File: src/rtl/rtype_control_sequencer.sv
// Hardwired T0..T6 sequencer for register-register ALU instructions on the
// single-bus datapath: fetch with memory wait, decode, operands, ALU, HI/LO.
module rtype_control_sequencer #(
    parameter int unsigned     NUM_REGS    = 16,
    parameter int unsigned     OP_W        = 5,
    parameter int unsigned     RF_W        = 4,
    parameter logic [OP_W-1:0] RTYPE_MAX   = 5'b01110,
    parameter logic [OP_W-1:0] MUL_OP      = 5'b01111,
    parameter logic [OP_W-1:0] DIV_OP      = 5'b10000,
    parameter int unsigned     MEM_TIMEOUT = 8
) (
    input  logic                Clock,
    input  logic                Clear,
    input  logic                start,
    input  logic [31:0]         ir,
    input  logic                mem_ready,
    output logic                PCout,
    output logic                ZLowout,
    output logic                ZHighout,
    output logic                MDRout,
    output logic                MARin,
    output logic                PCin,
    output logic                MDRin,
    output logic                IRin,
    output logic                Yin,
    output logic                ZLowIn,
    output logic                ZHighIn,
    output logic                HIin,
    output logic                LOin,
    output logic                IncPC,
    output logic                Read,
    output logic [OP_W-1:0]     alu_op,
    output logic [NUM_REGS-1:0] reg_out,
    output logic [NUM_REGS-1:0] reg_in,
    output logic                busy,
    output logic                done,
    output logic                illegal,
    output logic                timeout
);

    localparam int unsigned         CW        = $clog2(MEM_TIMEOUT + 1);
    localparam logic [CW-1:0]       WAIT_LAST = CW'(MEM_TIMEOUT - 1);
    localparam logic [RF_W:0]       REG_LIM   = (RF_W + 1)'(NUM_REGS);
    localparam logic [NUM_REGS-1:0] ONE       = NUM_REGS'(1);

    typedef enum logic [3:0] {
        S_IDLE,
        S_T0,
        S_T1,
        S_T2,
        S_T3,
        S_T4,
        S_T5,
        S_T6,
        S_FAULT
    } state_t;

    state_t          state;
    logic [CW-1:0]   wait_cnt;
    logic [OP_W-1:0] op_q;
    logic [RF_W-1:0] ra_q;
    logic [RF_W-1:0] rc_q;
    logic            md_q;

    logic [OP_W-1:0] opcode;
    logic [RF_W-1:0] ra;
    logic [RF_W-1:0] rb;
    logic [RF_W-1:0] rc;
    logic            is_md;
    logic            bad;
    logic            unused_ir;

    assign opcode    = ir[31 -: OP_W];
    assign ra        = ir[31-OP_W -: RF_W];
    assign rb        = ir[31-OP_W-RF_W -: RF_W];
    assign rc        = ir[31-OP_W-2*RF_W -: RF_W];
    assign unused_ir = ^ir[31-OP_W-3*RF_W:0];

    assign is_md = (opcode == MUL_OP) || (opcode == DIV_OP);
    assign bad   = ((opcode > RTYPE_MAX) && !is_md)
                 || ({1'b0, ra} >= REG_LIM)
                 || ({1'b0, rb} >= REG_LIM)
                 || ({1'b0, rc} >= REG_LIM);

    always_ff @(posedge Clock) begin
        if (Clear) begin
            state    <= S_IDLE;
            wait_cnt <= '0;
            illegal  <= 1'b0;
            timeout  <= 1'b0;
            op_q     <= '0;
            ra_q     <= '0;
            rc_q     <= '0;
            md_q     <= 1'b0;
        end else begin
            unique case (state)
                S_IDLE: if (start) state <= S_T0;
                S_T0: begin
                    wait_cnt <= '0;
                    state    <= S_T1;
                end
                S_T1: begin
                    if (mem_ready) begin
                        state <= S_T2;
                    end else if (wait_cnt == WAIT_LAST) begin
                        timeout <= 1'b1;
                        state   <= S_FAULT;
                    end else begin
                        wait_cnt <= wait_cnt + 1'b1;
                    end
                end
                S_T2: state <= S_T3;
                S_T3: begin
                    if (bad) begin
                        illegal <= 1'b1;
                        state   <= S_FAULT;
                    end else begin
                        op_q  <= opcode;
                        ra_q  <= ra;
                        rc_q  <= rc;
                        md_q  <= is_md;
                        state <= S_T4;
                    end
                end
                S_T4: state <= S_T5;
                S_T5: state <= md_q ? S_T6 : S_IDLE;
                S_T6: state <= S_IDLE;
                S_FAULT: state <= S_FAULT;
                default: state <= S_IDLE;
            endcase
        end
    end

    // Strobes follow the state; T1 fetch completion and T3 decode gate theirs.
    always_comb begin
        PCout    = 1'b0;
        ZLowout  = 1'b0;
        ZHighout = 1'b0;
        MDRout   = 1'b0;
        MARin    = 1'b0;
        PCin     = 1'b0;
        MDRin    = 1'b0;
        IRin     = 1'b0;
        Yin      = 1'b0;
        ZLowIn   = 1'b0;
        ZHighIn  = 1'b0;
        HIin     = 1'b0;
        LOin     = 1'b0;
        IncPC    = 1'b0;
        Read     = 1'b0;
        alu_op   = '0;
        reg_out  = '0;
        reg_in   = '0;
        busy     = 1'b0;
        done     = 1'b0;
        unique case (state)
            S_T0: begin
                busy   = 1'b1;
                PCout  = 1'b1;
                MARin  = 1'b1;
                IncPC  = 1'b1;
                ZLowIn = 1'b1;
            end
            S_T1: begin
                busy  = 1'b1;
                Read  = 1'b1;
                MDRin = 1'b1;
                if (mem_ready) begin
                    ZLowout = 1'b1;
                    PCin    = 1'b1;
                end
            end
            S_T2: begin
                busy   = 1'b1;
                MDRout = 1'b1;
                IRin   = 1'b1;
            end
            S_T3: begin
                busy = 1'b1;
                if (!bad) begin
                    reg_out = ONE << rb;
                    Yin     = 1'b1;
                end
            end
            S_T4: begin
                busy    = 1'b1;
                reg_out = ONE << rc_q;
                alu_op  = op_q;
                ZLowIn  = 1'b1;
                ZHighIn = md_q;
            end
            S_T5: begin
                busy    = 1'b1;
                ZLowout = 1'b1;
                if (md_q) begin
                    LOin = 1'b1;
                end else begin
                    reg_in = ONE << ra_q;
                    done   = 1'b1;
                end
            end
            S_T6: begin
                busy     = 1'b1;
                ZHighout = 1'b1;
                HIin     = 1'b1;
                done     = 1'b1;
            end
            default: ;
        endcase
    end

endmodule
File: config.mk
export PLATFORM = sky130hd
export DESIGN_NAME = rtype_control_sequencer
export DESIGN_NICKNAME = d
export VERILOG_FILES = /design/src/rtl/rtype_control_sequencer.sv
export SDC_FILE = /design/constraint.sdc
export NUM_CORES = 1
export LEC_CHECK = 0
export BUFFER_PORTS_ARGS = -buffer_cell sky130_fd_sc_hd__buf_2
export CAP_MARGIN = 20
export CORE_MARGIN = 2
export CORE_UTILIZATION = 47
export DETAILED_ROUTE_END_ITERATION = 10
export PLACE_DENSITY = 0.88
export SYNTH_ARGS = -nofsm -noshare
export SYNTH_HDL_FRONTEND = slang
export SYNTH_SLANG_ARGS = --single-unit
File: constraint.sdc
create_clock -name Clock -period 4 [get_ports Clock]
set_input_delay 0.6 -clock Clock [delete_from_list [all_inputs] [get_ports Clock]]
set_output_delay 0.6 -clock Clock [all_outputs]
set_load 0.01 [all_outputs]
==> results.json, run 1 <==
{
  "cts_buffers": 3,
  "die_area_mm2": 0.00375,
  "drt-total-wl_mm": 4.04,
  "vias": 1695,
  "synthFlopType": "dfxtp_1",
  "cts_tree": "done",
  "pre_cts_ws_ns": 1.24,
  "hold_violations": 0,
  "yosysWarnings": 0,
  "drtPass1Iterations": 4,
  "fmax_ghz": 0.350,
  "hold_buffers": 0,
  "finalSetupViolCount": 0,
  "fin_skew_ns": 0.00130,
  "hold_depth": 2,
  "r2r-start": "state[2]$_SDFFE_PP0P_",
  "worstSkewPairLatency_ns": 0.32,
  "tns_ns": 0,
  "postCtsSetupRepairBufs": 0,
  "power.density_mw_per_mm2": 359,
  "antenna_found_initial": 0,
  "drtIter0Drc": 56,
  "reg2reg_depth": 6,
  "portBuffers": 76,
  "grt_setup_unrepaired": "false",
  "grt_overflow": 0,
  "holdCritStartpoint": "op_q[3]$_SDFFE_PP0P_",
  "worst_setup_path_start_kind": "flip-flop",
  "wl_per_cell_um": 12.6,
  "cts_root_buf": "clkbuf_4",
  "synth_top_cell_area_share_pct": 31.2,
  "p_int_uw": 451,
  "syn_area_mm2": 0.00154,
  "rows": 20,
  "power_frac_comb_pct": 32.6,
  "dpl.hpwl_mm": 3.05,
  "antenna_cells": 0,
  "grt_usage_pct": 21.5,
  "cts_buffer_depth": 2,
  "h-tree-depth": 1,
  "synthDistinctLibCells": 47,
  "p_seq_share_pct": 42.2,
  "reg2reg_slack_ns": 2.15,
  "crit_type": "flip-flop to output pin",
  "drv_cap": 0,
  "worst_hold_path.endpoint": "op_q[3]$_SDFFE_PP0P_",
  "grt_pass1_wl_mm": 6.13,
  "path_delay_family": "simple AND/OR/NAND/NOR gates",
  "route.detailed.drc": 0,
  "cp_max_fo": 14,
  "slowest_delay_ns": 0.64,
  "grt_max_degree": 22,
  "p_leak_nw": 0.897,
  "worstPathRequired_ns": 3.40,
  "synth_edf_count": 0,
  "core_area_mm2": 0.00308,
  "area_growth_pct": 26.7,
  "die_x_um": 61.3,
  "synthCells": 210,
  "finalInstanceArea_mm2": 0.00195,
  "ys_seq_area_share_pct": 31.2,
  "slowest_stage": "dfxtp_1",
  "die_h_um": 61.3,
  "layout.nets": 315,
  "worst_setup_path_end_kind": "output pin",
  "worstMarginPinSlew_ns": 0.469,
  "crit_buf_inv": 1,
  "grt_pass1_vias": 1416,
  "ios": 92,
  "drive_above_1_share_pct": 32.9,
  "ys_ff_latch": 24,
  "place_area_mm2": 0.00190,
  "maxSlewViolCount": 0,
  "async_flop_share_pct": 0,
  "synth_top_cell_by_area": "dfxtp_1",
  "status": "finished clean",
  "ctsResizeCount": 0,
  "gp_congestion": 0.822,
  "clk_pin_slew_ns": 0.13,
  "setup_ws_ns": 1.14,
  "synth_fp_nets": 247,
  "finalCritPeriodShare_pct": 71.4,
  "syn_area_per_cell_um2": 7.34,
  "ant_nets": 0,
  "swShare_pct": 35.7,
  "arrival_ns": 2.26,
  "initial_core_util_pct": 50.1,
  "crit_chain": "and2b_1, and3_1, or3b_1, nor3_1, buf_2",
  "min_period_ns": 2.86,
  "slew-limit-headroom_pct": 68.7,
  "avgViaCountPerCell": 5.28,
  "synth_area_leaders": "dfxtp_1 (31%), nand2_1 (7.5%), nor2_1 (7.1%)",
  "hold_path_class": "flip-flop to flip-flop",
  "nFillCells": 291,
  "clkPwrFrac_pct": 25.3,
  "p_sw_uw": 250,
  "cts_sinks": 24,
  "vdd.ir_drop.worst_mv": 0.219,
  "reg2reg_to": "op_q[4]$_SDFFE_PP0P_"
}
==> Yosys cell counts, types with 3 or more instances <==
master and instances:
a21oi_1 18, and2_1 5, buf_2 4, buf_4 5, dfxtp_1 24, inv_1 5, nand2_1 31, nand2b_1 8
nand3_1 6, nand3b_1 6, nor2_1 29, nor3_1 10, o21ai_0 3, o22ai_1 15, or2_2 3
==> cell usage in the layout (no fill, tap or decap), types with 2 or more instances in the layout <==
master,instances
buf_2,76
nand2_1,31
nor2_1,29
dfxtp_1,24
a21oi_1,18
o22ai_1,15
nor3_1,10
nand2b_1,8
nand3b_1,6
nand3_1,6
inv_1,5
and2_1,5
or2_2,3
o21ai_0,3
clkbuf_4,3
nor2b_1,2
and3_1,2
xnor2_1,2
a211o_1,2
==> worst reg2reg max path, delay by kind of cell, from the launching register on <==
family	cells	cell delay, ns
buffers and inverters	2	0.36
DFF	1	0.64
and+or+nand+nor	4	0.78
==> per-stage QoR <==
| step | hold WS [ns] | cells | total power, mW | utilization [%] |
|---|---|---|---|---|
| 3_5_place_dp | 0.442 | 317 | 0.527 | 61.7 |
| 5_1_grt | 0.485 | 321 | 0.741 | 63.5 |
| 4_1_cts | 0.460 | 321 | 0.704 | 63.5 |
| 2_1_floorplan | 0.432 | 210 | 0.472 | - |
| 3_3_place_gp | 0.438 | 317 | 0.522 | 61.7 |
| 6_report | 0.460 | 321 | 0.702 | 63.5 |
==> cells by family after synthesis <==
logic type	share of synthesized area (%)
compound gates	18.7
xor+xnor	1.70
fa+ha+maj	0.812
buf+inv	6.90
flops	31.2
simple gates	40.7
==> metal layers <==
layer	global-route usage, %	wire length (um)	vias up
li1	-	-	869
met2	38.1	1950	54
met1	27.3	1830	765
met4	5.59	58	0
met5	0	0	-
met3	2.94	203	7
==> cell type report <==
cell class	count	area, um^2	share of cell area, %
clock buffer	3	22.5	1.15
clock inverter	1	30.0	1.54
inverter	6	22.5	1.15
multi-input combinational	166	955	48.9
sequential	24	480	24.6
tap	44	55.1	2.82
timing repair buffer	77	388	19.9
==> power by group through the flow <==
| stage | sequential (mW) | clock, mW | combinational, mW |
|---|---|---|---|
| floorplan | 0.271 | 0 | 0.201 |
| global placement | 0.299 | 0 | 0.223 |
| detailed placement | 0.300 | 0 | 0.227 |
| CTS | 0.295 | 0.180 | 0.229 |
| global route | 0.301 | 0.188 | 0.252 |
| finish | 0.296 | 0.177 | 0.229 |
==> worst max-delay path by stage <==
stage | start | endpoint | slack, ns | cells past startpoint
after floorplan | ir[27] | reg_out[0] | 1.60 | 4
after global placement | ir[27] | reg_out[8] | 1.24 | 6
after detailed placement | ir[27] | reg_out[8] | 1.24 | 6
after CTS | state[2]$_SDFFE_PP0P_ | reg_out[10] | 1.16 | 5
after global routing | state[2]$_SDFFE_PP0P_ | reg_out[9] | 0.90 | 5
final | state[2]$_SDFFE_PP0P_ | reg_in[0] | 1.14 | 5
==> state kept, by name, summed over array words and instances, names as in the netlist <==
name / count
state: 4
wait_cnt: 4
op_q: 5
illegal: 1
md_q: 1
rc_q: 4
ra_q: 4
timeout: 1
(Power assumes the default switching activity.)
==> run 2, diff against run 1 <==
--- a/config.mk
+++ b/config.mk
@@ -5,12 +5,13 @@
 export SDC_FILE = /design/constraint.sdc
 export NUM_CORES = 1
 export LEC_CHECK = 0
+export ABC_AREA = 1
 export BUFFER_PORTS_ARGS = -buffer_cell sky130_fd_sc_hd__buf_2
 export CAP_MARGIN = 20
 export CORE_MARGIN = 2
-export CORE_UTILIZATION = 47
+export CORE_UTILIZATION = 45
 export DETAILED_ROUTE_END_ITERATION = 10
-export PLACE_DENSITY = 0.88
+export PLACE_DENSITY = 0.82
 export SYNTH_ARGS = -nofsm -noshare
 export SYNTH_HDL_FRONTEND = slang
 export SYNTH_SLANG_ARGS = --single-unit
==> constraint.sdc (replaced) <==
create_clock -name Clock -period 2.7 [get_ports Clock]
set_input_delay 0.405 -clock Clock [delete_from_list [all_inputs] [get_ports Clock]]
set_output_delay 0.405 -clock Clock [all_outputs]
set_load 0.01 [all_outputs]
==> results.json, run 2 <==
{
  "vias": 1933,
  "initial_core_util_pct": 46.5,
  "hold_violations": 0,
  "wl_per_cell_um": 11.1,
  "reg2reg_to": "md_q$_SDFFE_PP0P_",
  "avgViaCountPerCell": 5.03,
  "worst_setup_path_start_kind": "flip-flop",
  "async_flop_share_pct": 0,
  "clkPwrFrac_pct": 28.5,
  "drive_above_1_share_pct": 33.0,
  "ys_ff_latch": 24,
  "antenna_cells": 0,
  "yosysWarnings": 0,
  "final_common_cell": "buf_2",
  "clk_pin_slew_ns": 0.09,
  "die_area_mm2": 0.00429,
  "fmax_ghz": 0.474,
  "cts_root_buf": "clkbuf_8",
  "p_int_uw": 718,
  "layout.nets": 374,
  "worst_setup_path_end_kind": "output pin",
  "drv_cap": 0,
  "worstSkewPairLatency_ns": 0.27,
  "synth_top_cell_by_area": "dfxtp_1",
  "synthCells": 266,
  "tns_ns": 0,
  "ios": 92,
  "worstPathRequired_ns": 2.30,
  "p_leak_nw": 1.07,
  "hold_buffers": 0,
  "synthFlopType": "dfxtp_1",
  "cp_max_fo": 8,
  "synth_area_leaders": "dfxtp_1 (28%), nand2_1 (9.7%), nor2_1 (9.3%)",
  "drtIter0Drc": 117,
  "finalSetupViolCount": 0,
  "arrival_ns": 1.70,
  "syn_area_mm2": 0.00170,
  "dpl.hpwl_mm": 3.36,
  "crit_path_end": "reg_in[11]",
  "ys_seq_area_share_pct": 28.2,
  "cts_buffers": 3,
  "largest_register": "op_q",
  "synth_top_cells_by_count": "nand2_1 (44), nor2_1 (42), inv_1 (35)",
  "rows": 22,
  "p_sw_uw": 404,
  "cp-startpoint": "state[0]$_SDFFE_PP0P_",
  "min_period_ns": 2.11,
  "largest_reg_flops": 5,
  "hold_path_class": "input port to flip-flop",
  "grt_setup_unrepaired": "false",
  "ant_nets": 0,
  "grt_pass1_vias": 1621,
  "die_h_um": 65.5,
  "synth_edf_count": 0,
  "grt_usage_pct": 20.4,
  "power_frac_comb_pct": 33.8,
  "crit_type": "flip-flop to output pin",
  "synth_fp_nets": 303,
  "synthDistinctLibCells": 31,
  "grt_max_degree": 26,
  "cts_tree": "done",
  "vdd.ir_drop.worst_mv": 0.552,
  "final_cell_mix": "buf_2 (76), nand2_1 (44), nor2_1 (42)",
  "p_seq_share_pct": 37.7,
  "h-tree-depth": 1,
  "reg2reg_slack_ns": 1.15,
  "cts_sinks": 24,
  "postCtsSetupRepairBufs": 0,
  "swShare_pct": 36.0,
  "cts_buffer_depth": 2,
  "drt-total-wl_mm": 4.28,
  "gp_congestion": 0.880,
  "portBuffers": 76,
  "synth_top_cell_area_share_pct": 28.2,
  "antenna_found_initial": 0,
  "area_growth_pct": 25.6,
  "grt_overflow": 0,
  "reg2reg_depth": 8,
  "syn_area_per_cell_um2": 6.40,
  "drtPass1Iterations": 5,
  "ctsResizeCount": 0,
  "power.density_mw_per_mm2": 525,
  "r2r-start": "state[0]$_SDFFE_PP0P_",
  "synth_most_common_cell": "nand2_1",
  "core_area_mm2": 0.00366,
  "status": "finished clean",
  "grt_pass1_wl_mm": 6.97,
  "finalInstanceArea_mm2": 0.00214,
  "route.detailed.drc": 0,
  "slew-limit-headroom_pct": 78.1,
  "fin_skew_ns": 0.00194,
  "worstMarginPinSlew_ns": 0.325,
  "place_area_mm2": 0.00207,
  "maxSlewViolCount": 0,
  "die_x_um": 65.5,
  "finalCritPeriodShare_pct": 78.1
}
[run 2: stage by stage]
stage	power (mW)	cells	hold WS (ns)	worst slack, ns	util (%)
floorplan	0.718	266	0.439	1.13	-
global placement	0.795	380	0.441	0.815	56.5
detailed placement	0.807	380	0.452	0.809	56.5
CTS	1.13	384	0.404	0.580	58.4
global route	1.20	384	0.412	0.387	58.4
finish	1.12	384	0.403	0.590	58.4
[run 2: power groups by stage]
stage               Clock (mW)  Combinational, mW  Sequential [mW]
finish                   0.320              0.379            0.423
global route             0.339              0.431            0.427
CTS                      0.321              0.383            0.421
detailed placement           0              0.379            0.428
global placement             0              0.368            0.427
floorplan                    0              0.297            0.420
[run 2: worst max-delay path, stage by stage, from the launching register on]
cell and delay [ns]:
dfxtp_1 0.41, inv_4 0.13, nand2_2 0.08, inv_1 0.08
nand2_1 0.09, inv_1 0.10, nand3_1 0.24, nor2_1 0.16
buf_2 0.15
[run 2: layout make-up]
cell class                      count  area [um^2]
Clock buffer                        3         41.3
Clock inverter                      1         30.0
Fill cell                         361         1520
Inverter                           40          153
Multi-Input combinational cell    191          987
Sequential cell                    24          480
Tap cell                           48         60.1
Timing Repair Buffer               77          388
[run 2: kinds of logic after synthesis]
group,share of synthesized area (%)
xor+xnor,0.514
simple gates,40.9
buf+inv,13.8
flops,28.2
fa+ha+maj,0.735
compound gates,15.8
[run 2: worst min path at each step]
stage                               startpoint              endpoint  slack [ns]  cells past startpoint
after floorplan           op_q[0]$_SDFFE_PP0P_  op_q[0]$_SDFFE_PP0P_        0.44                      2
after global placement    illegal$_SDFFE_PP0P_  illegal$_SDFFE_PP0P_        0.44                      2
after detailed placement  op_q[0]$_SDFFE_PP0P_  op_q[0]$_SDFFE_PP0P_        0.45                      2
after CTS                               ir[26]  ra_q[3]$_SDFFE_PP0P_        0.40                      3
after global routing                    ir[26]  ra_q[3]$_SDFFE_PP0P_        0.41                      3
final                                   ir[26]  ra_q[3]$_SDFFE_PP0P_        0.40                      3
[run 2: layer usage]
| metal | track usage (%) | part of all wire (%) | vias to the layer above | routed length [um] |
|---|---|---|---|---|
| li1 | - | - | 993 | - |
| met1 | 26.6 | 45 | 868 | 1930 |
| met2 | 34.9 | 48 | 66 | 2050 |
| met3 | 3.08 | 5.8 | 6 | 250 |
| met4 | 5.21 | 1.2 | 0 | 53 |
| met5 | 0 | 0 | - | 0 |
==> run 3, diff against run 2 <==
--- a/config.mk
+++ b/config.mk
@@ -5,13 +5,13 @@
 export SDC_FILE = /design/constraint.sdc
 export NUM_CORES = 1
 export LEC_CHECK = 0
-export ABC_AREA = 1
+export ABC_AREA = 0
 export BUFFER_PORTS_ARGS = -buffer_cell sky130_fd_sc_hd__buf_2
 export CAP_MARGIN = 20
 export CORE_MARGIN = 2
-export CORE_UTILIZATION = 45
+export CORE_UTILIZATION = 43
 export DETAILED_ROUTE_END_ITERATION = 10
-export PLACE_DENSITY = 0.82
+export PLACE_DENSITY = 0.81
 export SYNTH_ARGS = -nofsm -noshare
 export SYNTH_HDL_FRONTEND = slang
 export SYNTH_SLANG_ARGS = --single-unit
==> constraint.sdc (replaced) <==
create_clock -name Clock -period 2.1 [get_ports Clock]
set_input_delay 0.315 -clock Clock [delete_from_list [all_inputs] [get_ports Clock]]
set_output_delay 0.315 -clock Clock [all_outputs]
set_load 0.01 [all_outputs]
==> results.json, run 3 (synthesis gave the netlist of run 1 again) <==
{
  "status": "finished with violations",
  "failed_checks": "setup timing",
  "drtPass1Iterations": 4,
  "crit_type": "flip-flop to output pin",
  "hold_violations": 0,
  "route.detailed.drc": 0,
  "register_area_um2": 488,
  "gp_congestion": 0.912,
  "finalInstanceArea_mm2": 0.00219,
  "rows": 21,
  "die_h_um": 63.9,
  "drive_above_1_share_pct": 42.6,
  "worst_setup_path_end_kind": "output pin",
  "hold_buffers": 0,
  "power.density_mw_per_mm2": 676,
  "largest_reg_flops": 5,
  "worstMarginPinSlew_ns": 0.412,
  "vias": 1817,
  "initial_core_util_pct": 45.5,
  "setup_ws_ns": -0.00247,
  "grt_max_degree": 22,
  "antenna_found_initial": 0,
  "drt-total-wl_mm": 4.23,
  "hold_depth": 3,
  "reg2reg_slack_ns": 0.35,
  "dpl.hpwl_mm": 3.03,
  "hold_path_class": "input port to flip-flop",
  "cts_sinks": 24,
  "die_x_um": 63.9,
  "cts_tree": "done",
  "grt_pass1_vias": 1576,
  "fin_skew_ns": 0.00132,
  "min_period_ns": 2.10,
  "cts_root_buf": "clkbuf_4",
  "avgViaCountPerCell": 5.39,
  "place_area_mm2": 0.00196,
  "worstSkewPairLatency_ns": 0.31,
  "ant_nets": 0,
  "grt_pass1_wl_mm": 6.80,
  "die_area_mm2": 0.00408,
  "wl_per_cell_um": 12.5,
  "grt_usage_pct": 20.3,
  "finalCoreUtilization_pct": 64.6,
  "core_area_mm2": 0.00339,
  "drv_cap": 0,
  "clk_pin_slew_ns": 0.13,
  "final_common_cell": "buf_2",
  "nFillCells": 295,
  "p_total_mw": 1.48,
  "grt_setup_unrepaired": "true",
  "timing.hold.ws_ns": 0.222,
  "portBuffers": 76,
  "antenna_cells": 0,
  "drtIter0Drc": 50,
  "arrival_ns": 1.79,
  "p_leak_nw": 1.00,
  "cts_buffers": 3,
  "worst_setup_path_start_kind": "flip-flop",
  "finalSetupViolCount": 1,
  "vdd.ir_drop.worst_mv": 0.364,
  "cp_max_fo": 4,
  "cts_buffer_depth": 2,
  "area_growth_pct": 42.1,
  "grt_overflow": 0,
  "layout.nets": 329,
  "worstPathRequired_ns": 1.78,
  "ios": 92,
  "multiInputGateArea_mm2": 0.00103,
  "largest_register": "op_q",
  "slew-limit-headroom_pct": 71.8,
  "h-tree-depth": 1,
  "maxSlewViolCount": 0,
  "reg2reg_depth": 6,
  "final_cell_mix": "buf_2 (74), nand2_1 (31), nor2_1 (27)",
  "fmax_ghz": 0.476,
  "finalCritPeriodShare_pct": 100
}
## run 3: cell types whose count changed in the layout (fill, tap and decap cells not counted), sizes merged, moves of 3 or more
cell / change
nand2b: +8
nand3: -20
inv: -35
o22ai: +16
buf: +14
nand2: -19
or2: +3
o21ai: -23
nand3b: +4
and2: +5
nor2: -20
## run 3: what timing repair did
item,CTS,global route
pin swaps,0,7
buffers inserted,0,7
setup endpoints to repair,15,25
resized for setup,11,21
## run 3: where the power goes
group          internal (mW)  switching, mW  total (mW)
registers              0.496         0.0398       0.536
logic                  0.337          0.364       0.701
clock network          0.106          0.137       0.243
## run 3: metrics by stage
| stage | instances | setup WS [ns] | setup TNS (ns) |
|---|---|---|---|
| after CTS | 330 | -0.0386 | -0.0386 |
| after floorplan | 210 | 0.268 | 0 |
| after global placement | 326 | 0.0402 | 0 |
| final | 337 | -0.00247 | -0.00247 |
| after detailed placement | 326 | 0.0393 | 0 |
| after global routing | 337 | -0.102 | -0.415 |
## run 3: final cells by class
cell class	count	share of cell area (%)
Inverter	6	1.03
Multi-Input combinational cell	166	47.2
Timing Repair Buffer	91	25.2
Clock buffer	4	1.66
Tap cell	46	2.63
Sequential cell	24	22.3
## run 3: critical path, stage by stage, from the launching register on
cell and delay (ns):
dfxtp_2 0.35, and2b_2 0.26, and3_4 0.21, or3b_4 0.41, nor3_2 0.10, buf_2 0.14
## run 3: layer usage
metal	GRT usage (%)	part of all wire [%]	vias up
met5	0	0	-
met4	8.70	1.5	0
met3	2.11	6.4	6
met2	34.2	48	77
met1	26.3	44	832
li1	-	-	902
## run 3: worst paths after layout
check / endpoint / startpoint
hold reg to reg: op_q[2]$_SDFFE_PP0P_ / op_q[2]$_SDFFE_PP0P_
hold / removal: ra_q[1]$_SDFFE_PP0P_ / ir[24]
setup reg to reg: wait_cnt[2]$_SDFFE_PP0P_ / state[2]$_SDFFE_PP0P_
setup / recovery: reg_in[0] / state[3]$_SDFFE_PP0P_
